[src/rtl/fetch_line_buffer.sv]
// fetch_line_buffer: fetches 64-byte lines from the cache over the
// request/response bus into a line buffer and streams 32-bit
// instructions with their PCs to decode over a valid/ready handshake.
// Ports: clk, reset (sync, active-high), entry (start PC);
//   bus_req* (line request + tag), bus_resp* (8 beats + tag, ack);
//   redirect_valid/redirect_pc (flush + restart);
//   inst_valid/inst_ready/inst/inst_pc (decode side).
// Option: define FETCH_BYPASS_EN to hand out words while the line
//   is still arriving, as soon as the beat holding pc is in.
module fetch_line_buffer #(
  parameter int BUS_DATA_WIDTH = 64,
  parameter int BUS_TAG_WIDTH  = 13,
  parameter int LINE_BEATS     = 8
) (
  input  logic                      clk,
  input  logic                      reset,
  input  logic [BUS_DATA_WIDTH-1:0] entry,
  output logic                      bus_reqcyc,
  input  logic                      bus_reqack,
  output logic [BUS_DATA_WIDTH-1:0] bus_req,
  output logic [BUS_TAG_WIDTH-1:0]  bus_reqtag,
  input  logic                      bus_respcyc,
  output logic                      bus_respack,
  input  logic [BUS_DATA_WIDTH-1:0] bus_resp,
  input  logic [BUS_TAG_WIDTH-1:0]  bus_resptag,
  input  logic                      redirect_valid,
  input  logic [BUS_DATA_WIDTH-1:0] redirect_pc,
  output logic                      inst_valid,
  input  logic                      inst_ready,
  output logic [31:0]               inst,
  output logic [BUS_DATA_WIDTH-1:0] inst_pc
);

  localparam int LW = BUS_DATA_WIDTH * LINE_BEATS;
  localparam int SW = BUS_TAG_WIDTH - 1;

  typedef enum logic [1:0] {
    IDLE,
    REQ,
    RECV,
    DRAIN
  } state_e;

  state_e                    state_q, state_d;
  logic [BUS_DATA_WIDTH-1:0] pc_q, pc_d;
  logic [SW-1:0]             seq_q, seq_d;
  logic [2:0]                beat_q, beat_d;
  logic                      discard_q, discard_d;
  logic                      taken_q, taken_d;
  logic [LW-1:0]             line_q, line_d;

  logic [BUS_TAG_WIDTH-1:0]  out_tag;
  logic [BUS_DATA_WIDTH-1:0] redir_pc;
  logic                      capture;
  logic                      last_beat;
  logic                      hs;
  logic                      word15;
  logic                      refetch;

  // seq already advanced when the request was accepted
  assign out_tag   = {1'b1, seq_q - SW'(1)};
  assign redir_pc  = redirect_pc & ~BUS_DATA_WIDTH'(3);
  assign capture   = (state_q == RECV) && bus_respcyc
                   && !taken_q && (bus_resptag == out_tag);
  assign last_beat = capture && (beat_q == 3'd7);
  assign hs        = inst_valid && inst_ready && !redirect_valid;
  assign word15    = (pc_q[5:2] == 4'hf);

`ifdef FETCH_BYPASS_EN
  // beats land in order, so beat_q counts how many are present
  assign inst_valid = (state_q == DRAIN)
                    || ((state_q == RECV) && !discard_q
                        && (pc_q[5:3] < beat_q));
`else
  assign inst_valid = (state_q == DRAIN);
`endif

  assign inst    = inst_valid ? line_q[{pc_q[5:2], 5'b0} +: 32] : '0;
  assign inst_pc = inst_valid ? pc_q : '0;

  assign bus_reqcyc  = (state_q == REQ);
  assign bus_req     = bus_reqcyc ? {pc_q[BUS_DATA_WIDTH-1:6], 6'b0} : '0;
  assign bus_reqtag  = bus_reqcyc ? {1'b1, seq_q} : '0;
  assign bus_respack = taken_q;

  always_comb begin
    state_d   = state_q;
    pc_d      = pc_q;
    seq_d     = seq_q;
    beat_d    = beat_q;
    discard_d = discard_q;
    taken_d   = taken_q;
    line_d    = line_q;
    refetch   = 1'b0;

    // one capture per beat: taken holds until respcyc drops
    if (bus_respcyc && !taken_q) begin
      taken_d = 1'b1;
    end else if (!bus_respcyc) begin
      taken_d = 1'b0;
    end

    if (capture) begin
      line_d[{beat_q, 6'b0} +: BUS_DATA_WIDTH] = bus_resp;
      beat_d = beat_q + 3'd1;
    end

    unique case (state_q)
      IDLE: begin
        pc_d    = entry & ~BUS_DATA_WIDTH'(3);
        state_d = REQ;
      end
      REQ: begin
        if (redirect_valid) pc_d = redir_pc;
        // a redirect in the ack cycle still owns the burst
        if (bus_reqack) begin
          state_d   = RECV;
          seq_d     = seq_q + SW'(1);
          beat_d    = 3'd0;
          discard_d = redirect_valid;
        end
      end
      RECV: begin
        refetch = discard_q;
        if (redirect_valid) begin
          pc_d    = redir_pc;
          refetch = 1'b1;
        end else if (hs) begin
          pc_d = pc_q + BUS_DATA_WIDTH'(4);
          // left the line early; wait out the burst
          if (word15) refetch = 1'b1;
        end
        discard_d = refetch;
        if (last_beat) begin
          state_d   = refetch ? REQ : DRAIN;
          discard_d = 1'b0;
        end
      end
      DRAIN: begin
        if (redirect_valid) begin
          pc_d    = redir_pc;
          state_d = REQ;
        end else if (hs) begin
          pc_d = pc_q + BUS_DATA_WIDTH'(4);
          if (word15) state_d = REQ;
        end
      end
      default: state_d = IDLE;
    endcase
  end

  always_ff @(posedge clk) begin
    if (reset) begin
      state_q   <= IDLE;
      pc_q      <= '0;
      seq_q     <= '0;
      beat_q    <= '0;
      discard_q <= 1'b0;
      taken_q   <= 1'b0;
      line_q    <= '0;
    end else begin
      state_q   <= state_d;
      pc_q      <= pc_d;
      seq_q     <= seq_d;
      beat_q    <= beat_d;
      discard_q <= discard_d;
      taken_q   <= taken_d;
      line_q    <= line_d;
    end
  end

endmodule

[config.mk]
export PLATFORM = sky130hd
export DESIGN_NAME = fetch_line_buffer
export DESIGN_NICKNAME = d
export VERILOG_FILES = /design/src/rtl/fetch_line_buffer.sv
export SDC_FILE = /design/constraint.sdc
export NUM_CORES = 2
export LEC_CHECK = 0
export BUFFER_PORTS_ARGS = -buffer_cell sky130_fd_sc_hd__buf_2
export CAP_MARGIN = 20
export CORE_MARGIN = 8
export CORE_UTILIZATION = 54
export CTS_BUF_LIST = sky130_fd_sc_hd__clkbuf_8
export CTS_CLUSTER_DIAMETER = 30
export DETAILED_ROUTE_END_ITERATION = 10
export HOLD_SLACK_MARGIN = 0.06
export PLACE_DENSITY = 0.78
export SLEW_MARGIN = 20
export SYNTH_ARGS = -nofsm -noshare
export SYNTH_HDL_FRONTEND = slang
export SYNTH_SLANG_ARGS = --single-unit
export TNS_END_PERCENT = 1
[constraint.sdc]
create_clock -name clk -period 3 [get_ports clk]
set_input_delay 0.6 -clock clk [delete_from_list [all_inputs] [get_ports clk]]
set_output_delay 0.6 -clock clk [all_outputs]
set_load 0.03 [all_outputs]
== Word level (Yosys, flattened, before mapping) ==
Cells that the tools add are included.
Operators by class
  add/subtract/negate cells: 5
  equality and inequality tests: 13
  shifts and indexed selects: 3
  mux-type cells: 28
  reductions and logical operators: 16
Operators by type and width (number)
  $bwmux 512: 1
  $shift 64x11->512 const A: 1
  $shiftx 512x10->32: 1
  $shiftx 64x11->512: 1
  $mux 64: 5
  $pmux 64 s3: 1
  $add 64x3->64 const B: 1
  $mux 32: 1
  $eq 13x13->1: 1
  $mux 13: 1
  $add 12x1->12 const B: 1
  $mux 2: 6
  $sub 12x1->12 const B: 1
  $neg 9->11: 1
  $mux 3: 3
  $mux 1: 8
  $pmux 2 s4: 1
  $logic_and 1x1->1: 7
  $ne 2x1->1 const B: 3
  $ne 3x2->1 const B: 2
  $reduce_and 2->1: 3
  $eq 2x2->1 const B: 2
  $eq 4x4->1 const B: 1
  $reduce_and 4->1: 1
  other kinds (10): 11
Storage, ports and cells
  bits in registers: 595
  bits of input ports: 211
  output and inout bits: 176
  word-level logic and storage cells: 72

== Logic depth before layout (Yosys ltp) ==
  depth after elaboration: 9
  depth in mapped cells: 14

== Worst setup path after synthesis ==
No wires, ideal clock.
  path kind: register -> output
  start point: register pc_q[2]
  end point: output port inst[0]
  arrival time: 2.663 ns
  data required time: 2.400 ns
  path slack: -0.263 ns
  cell stages (with the launch flop): 7
  buffers on the path: 3
  path through: dfxtp_1 clkbuf_1 buf_2 buf_1 mux4_2 mux4_2 and2_1
On the way
  word-level cells in the longest chain between the ends: 2
RTL lines
  start: declaration: line 45  | logic [BUS_DATA_WIDTH-1:0] pc_q, pc_d;
  start signal: assignment: line 163  | pc_q <= pc_d;
  $shiftx 512x10->32: line 78  | assign inst = inst_valid ? line_q[{pc_q[5:2], 5'b0} +: 32] : '0;
  $mux 32: line 78
  end: declaration: line 30  | output logic [31:0] inst,
No other way between the ends.

== Worst setup path in the final report ==
Ends and elaborated chain as after synthesis.

==> flow_summary_export.csv <==
group,metric,value,unit
synth,netlist_instances,3327,
placed_design,dpl.hpwl,59500,um
synth,postSynthAreaPerCell,8.63,sq um
die,core-area,52600,sq um
worst_setup_path,crit_fanout,8,
detailed_routing,postRouteAntennaNets,0,
global_route,grt_max_degree,198,
sta,whs,0.128,ns
cells_and_area,fin_nets,3840,
flow_run,maxCapViolCount,0,
global_route,grt_pass1_vias,26807,
worst_setup_path,ff2ff_path_depth,11,
synth,synth_area,28700,sq um
sta,finalHoldViolCount,0,
detailed_routing,drc,0,
run_status,violations,"negative setup slack",
detailed_routing,drt_iter0_drc,2647,
cells_and_area,layout-drive-gt1-share,25.0,%
die,die_h,247,um
die,die_area,60800,sq um
sta,maxSlewViolCount,0,
worst_setup_path,cp-end-kind,"output pin",
die,start_util,54.6,%
detailed_routing,via_per_inst,6.19,
detailed_routing,routedWlPerCell,21.3,um
worst_setup_path,worstPathRequired,2.40,ns
worst_setup_path,arrival,2.85,ns
placed_design,io_buffers,374,
sta,period_share,115,%
sta,fin_ws,-0.452,ns
sta,fin_skew,0.0272,ns
clocking,max-clock-path-buffers,3,
power,p_leak,12.8,nW
min_path,hold_path_depth,2,
die,rows,84,
sta,grt_setup_unrepaired,"true",
clocking,h-tree-depth,3,
placed_design,globalplace.congestion,0.972,
sta,worst_slew_pin_slew,1.02,ns
cells_and_area,fin_cells,4423,
global_route,grt.total_usage,29.8,%
cells_and_area,n_fill_cell,4142,
synth,synth.distinct_cells,70,
sta,setup_viol,32,
sta,slew_headroom,32.0,%
cells_and_area,area_delta_synth_final,21.6,%
power,cellPowerDensity,644,nW/um^2
global_route,grt_pass1_wl,146000,um
sta,fmax,290,MHz
synth,synthArstFlopShare,0,%
clocking,clock_latency,0.71,ns
synth,synth_edf_count,0,
detailed_routing,wirelength,94200,um
synth,yosys_most_used_dff,"dfxtp_1",
global_route,gr-total-overflow,0,
clocking,cts.sinks,593,
die,io_pins,387,
clocking,path_clk_slew,0.05,ns
placed_design,place_inst,4170,
worst_setup_path,start_kind,"flip-flop",
synth,ys_seq_area_share,41.4,%
clocking,root_buffer,"clkbuf_8",
detailed_routing,first_pass_iters,6,
clocking,cts_tree,"done",
clocking,cts_buffers,121,
run_status,status,"complete, but fails checks",
synth,synth_warnings,0,
detailed_routing,routed-via-count,27390,
power,ir_drop,0.587,mV
min_path,min_path_type,"input port to flip-flop",
worst_setup_path,critical_path_class,"flip-flop to output pin",
synth,synth_seq_cells,593,
global_route,antenna_found_initial,27,
power,p_total,22.5,mW
die,die_w,247,um
sta,fin_crit,3.45,ns
## cells in the final DEF, fill, tap and decap left out, types with 10 or more instances in the layout
| cell type | n |
|---|---|
| and3_1 | 33 |
| buf_4 | 73 |
| dfxtp_1 | 588 |
| and2_1 | 148 |
| ha_1 | 10 |
| and4_1 | 11 |
| o211ai_1 | 15 |
| mux4_2 | 160 |
| a21oi_1 | 197 |
| buf_6 | 32 |
| clkbuf_8 | 141 |
| nor2_1 | 60 |
| nand4_1 | 30 |
| xor2_1 | 18 |
| a221oi_1 | 14 |
| buf_12 | 29 |
| diode_2 | 19 |
| a221o_1 | 14 |
| nor3_1 | 27 |
| nor4_1 | 14 |
| a31oi_1 | 11 |
| nand3_1 | 554 |
| o21ai_0 | 448 |
| buf_2 | 348 |
| inv_1 | 23 |
| nor3b_1 | 11 |
| clkinv_2 | 22 |
| clkinvlp_4 | 16 |
| xnor2_1 | 28 |
| bufinv_16 | 24 |
| nand2_1 | 411 |
| and2_4 | 23 |
| o21ai_1 | 28 |
## Yosys cell counts, types with 6 or more instances
master	instances	area (sq um)
dfxtp_1	593	11900
nand3_1	554	2770
o21ai_0	448	2240
nand2_1	412	1550
clkbuf_1	221	830
a21oi_1	198	991
and2_1	171	1070
mux4_2	160	3600
nor2_1	62	233
buf_1	46	173
buf_2	41	205
and3_1	35	219
nand4_1	30	188
nor3_1	29	145
o21ai_1	28	140
xnor2_1	28	245
buf_4	19	143
xor2_1	19	166
nor4_1	16	100
ha_1	15	188
o211ai_1	15	113
a221o_1	14	140
a221oi_1	14	123
inv_1	14	52.6
a31oi_1	11	68.8
and4_1	11	96.3
nor3b_1	11	82.6
buf_6	10	113
nand2b_1	9	56.3
o22ai_1	6	37.5
o31ai_1	6	45.0
## state kept, by name (all words and copies together) (netlist names)
signal and flops:
beat_q 3, state_q 2, seq_q 12, line_q 512, bus_respack 1, discard_q 1, pc_q 62
## area by class of cell
type / instances / area [sq um] / area share, %
Antenna cell: 19 / 47.5 / 0.136
Sequential cell: 593 / 11900 / 34.0
Clock inverter: 84 / 1090 / 3.13
Inverter: 16 / 67.6 / 0.194
Tap cell: 688 / 861 / 2.47
Timing Repair Buffer: 494 / 3530 / 10.1
Clock buffer: 141 / 1940 / 5.56
Multi-Input combinational cell: 2388 / 15500 / 44.4
## where the power goes
| group | switching [mW] | internal, mW | total, mW |
|---|---|---|---|
| Combinational | 2.31 | 1.55 | 3.86 |
| Sequential | 0.290 | 8.09 | 8.38 |
| Clock | 3.81 | 6.43 | 10.2 |
| Total | 6.41 | 16.1 | 22.5 |
## final timing paths
kind	start	end	slack [ns]
worst max-delay path	pc_q[2]$_SDFFE_PP0P_	inst[0]	-0.45
worst min-delay path	bus_respcyc	bus_respack$_SDFFE_PP0P_	0.13
worst max register to register	seq_q[1]$_SDFFE_PP0P_	line_q[111]$_SDFFE_PP0P_	0.01
worst min register to register	line_q[15]$_SDFFE_PP0P_	line_q[15]$_SDFFE_PP0P_	0.45
## metrics by stage
| step | utilization (%) | setup TNS (ns) | worst slack (ns) | area, sq um |
|---|---|---|---|---|
| 2_1_floorplan | - | -0.0555 | -0.0139 | 28700 |
| 3_3_place_gp | 59.6 | 0 | 0.0163 | 31300 |
| 3_5_place_dp | 59.6 | -2.07 | -0.0628 | 31300 |
| 4_1_cts | 66.1 | -13.33 | -0.471 | 34700 |
| 5_1_grt | 66.4 | -26.69 | -0.533 | 34900 |
| 6_report | 66.4 | -11.67 | -0.452 | 34900 |
## worst max-delay path, stage by stage, from the launching register on
cell and delay (ns):
dfxtp_4 0.38, buf_12 0.18, buf_12 0.16, mux4_2 0.53, mux4_2 0.53, and2_1 0.18, buf_2 0.18
## timing repair
item / CTS / global route
setup buffers: 4 / 1
cloned: 3 / 2
hold buffers: 0 / 0
gates resized for setup: 83 / 27
endpoints found under the setup margin: 94 / 522
pin swaps: 0 / 3
## kinds of logic (layout without fill, tap and decap cells)
group           after synthesis  in the layout  synth area share, %
mux                         166            166                 12.8
xor+xnor                     47             47                 1.43
fa+ha+maj                    15             15                0.654
flops                       593            593                 41.4
compound gates              791            791                 15.2
buf+inv                     353            735                 5.31
other cells                   1             27               0.0131
simple gates               1361           1361                 23.3
## layer usage
| layer | track usage, % | routed length, um | vias up | share of wire [%] |
|---|---|---|---|---|
| met3 | 5.92 | 8980 | 251 | 9.5 |
| met2 | 50.8 | 46000 | 1504 | 49 |
| met4 | 13.8 | 3320 | 14 | 3.5 |
| li1 | - | - | 12629 | - |
| met5 | 0 | 93 | - | 0.099 |
| met1 | 35.9 | 35900 | 12992 | 38 |
Power figures use the tool's default switching activity.
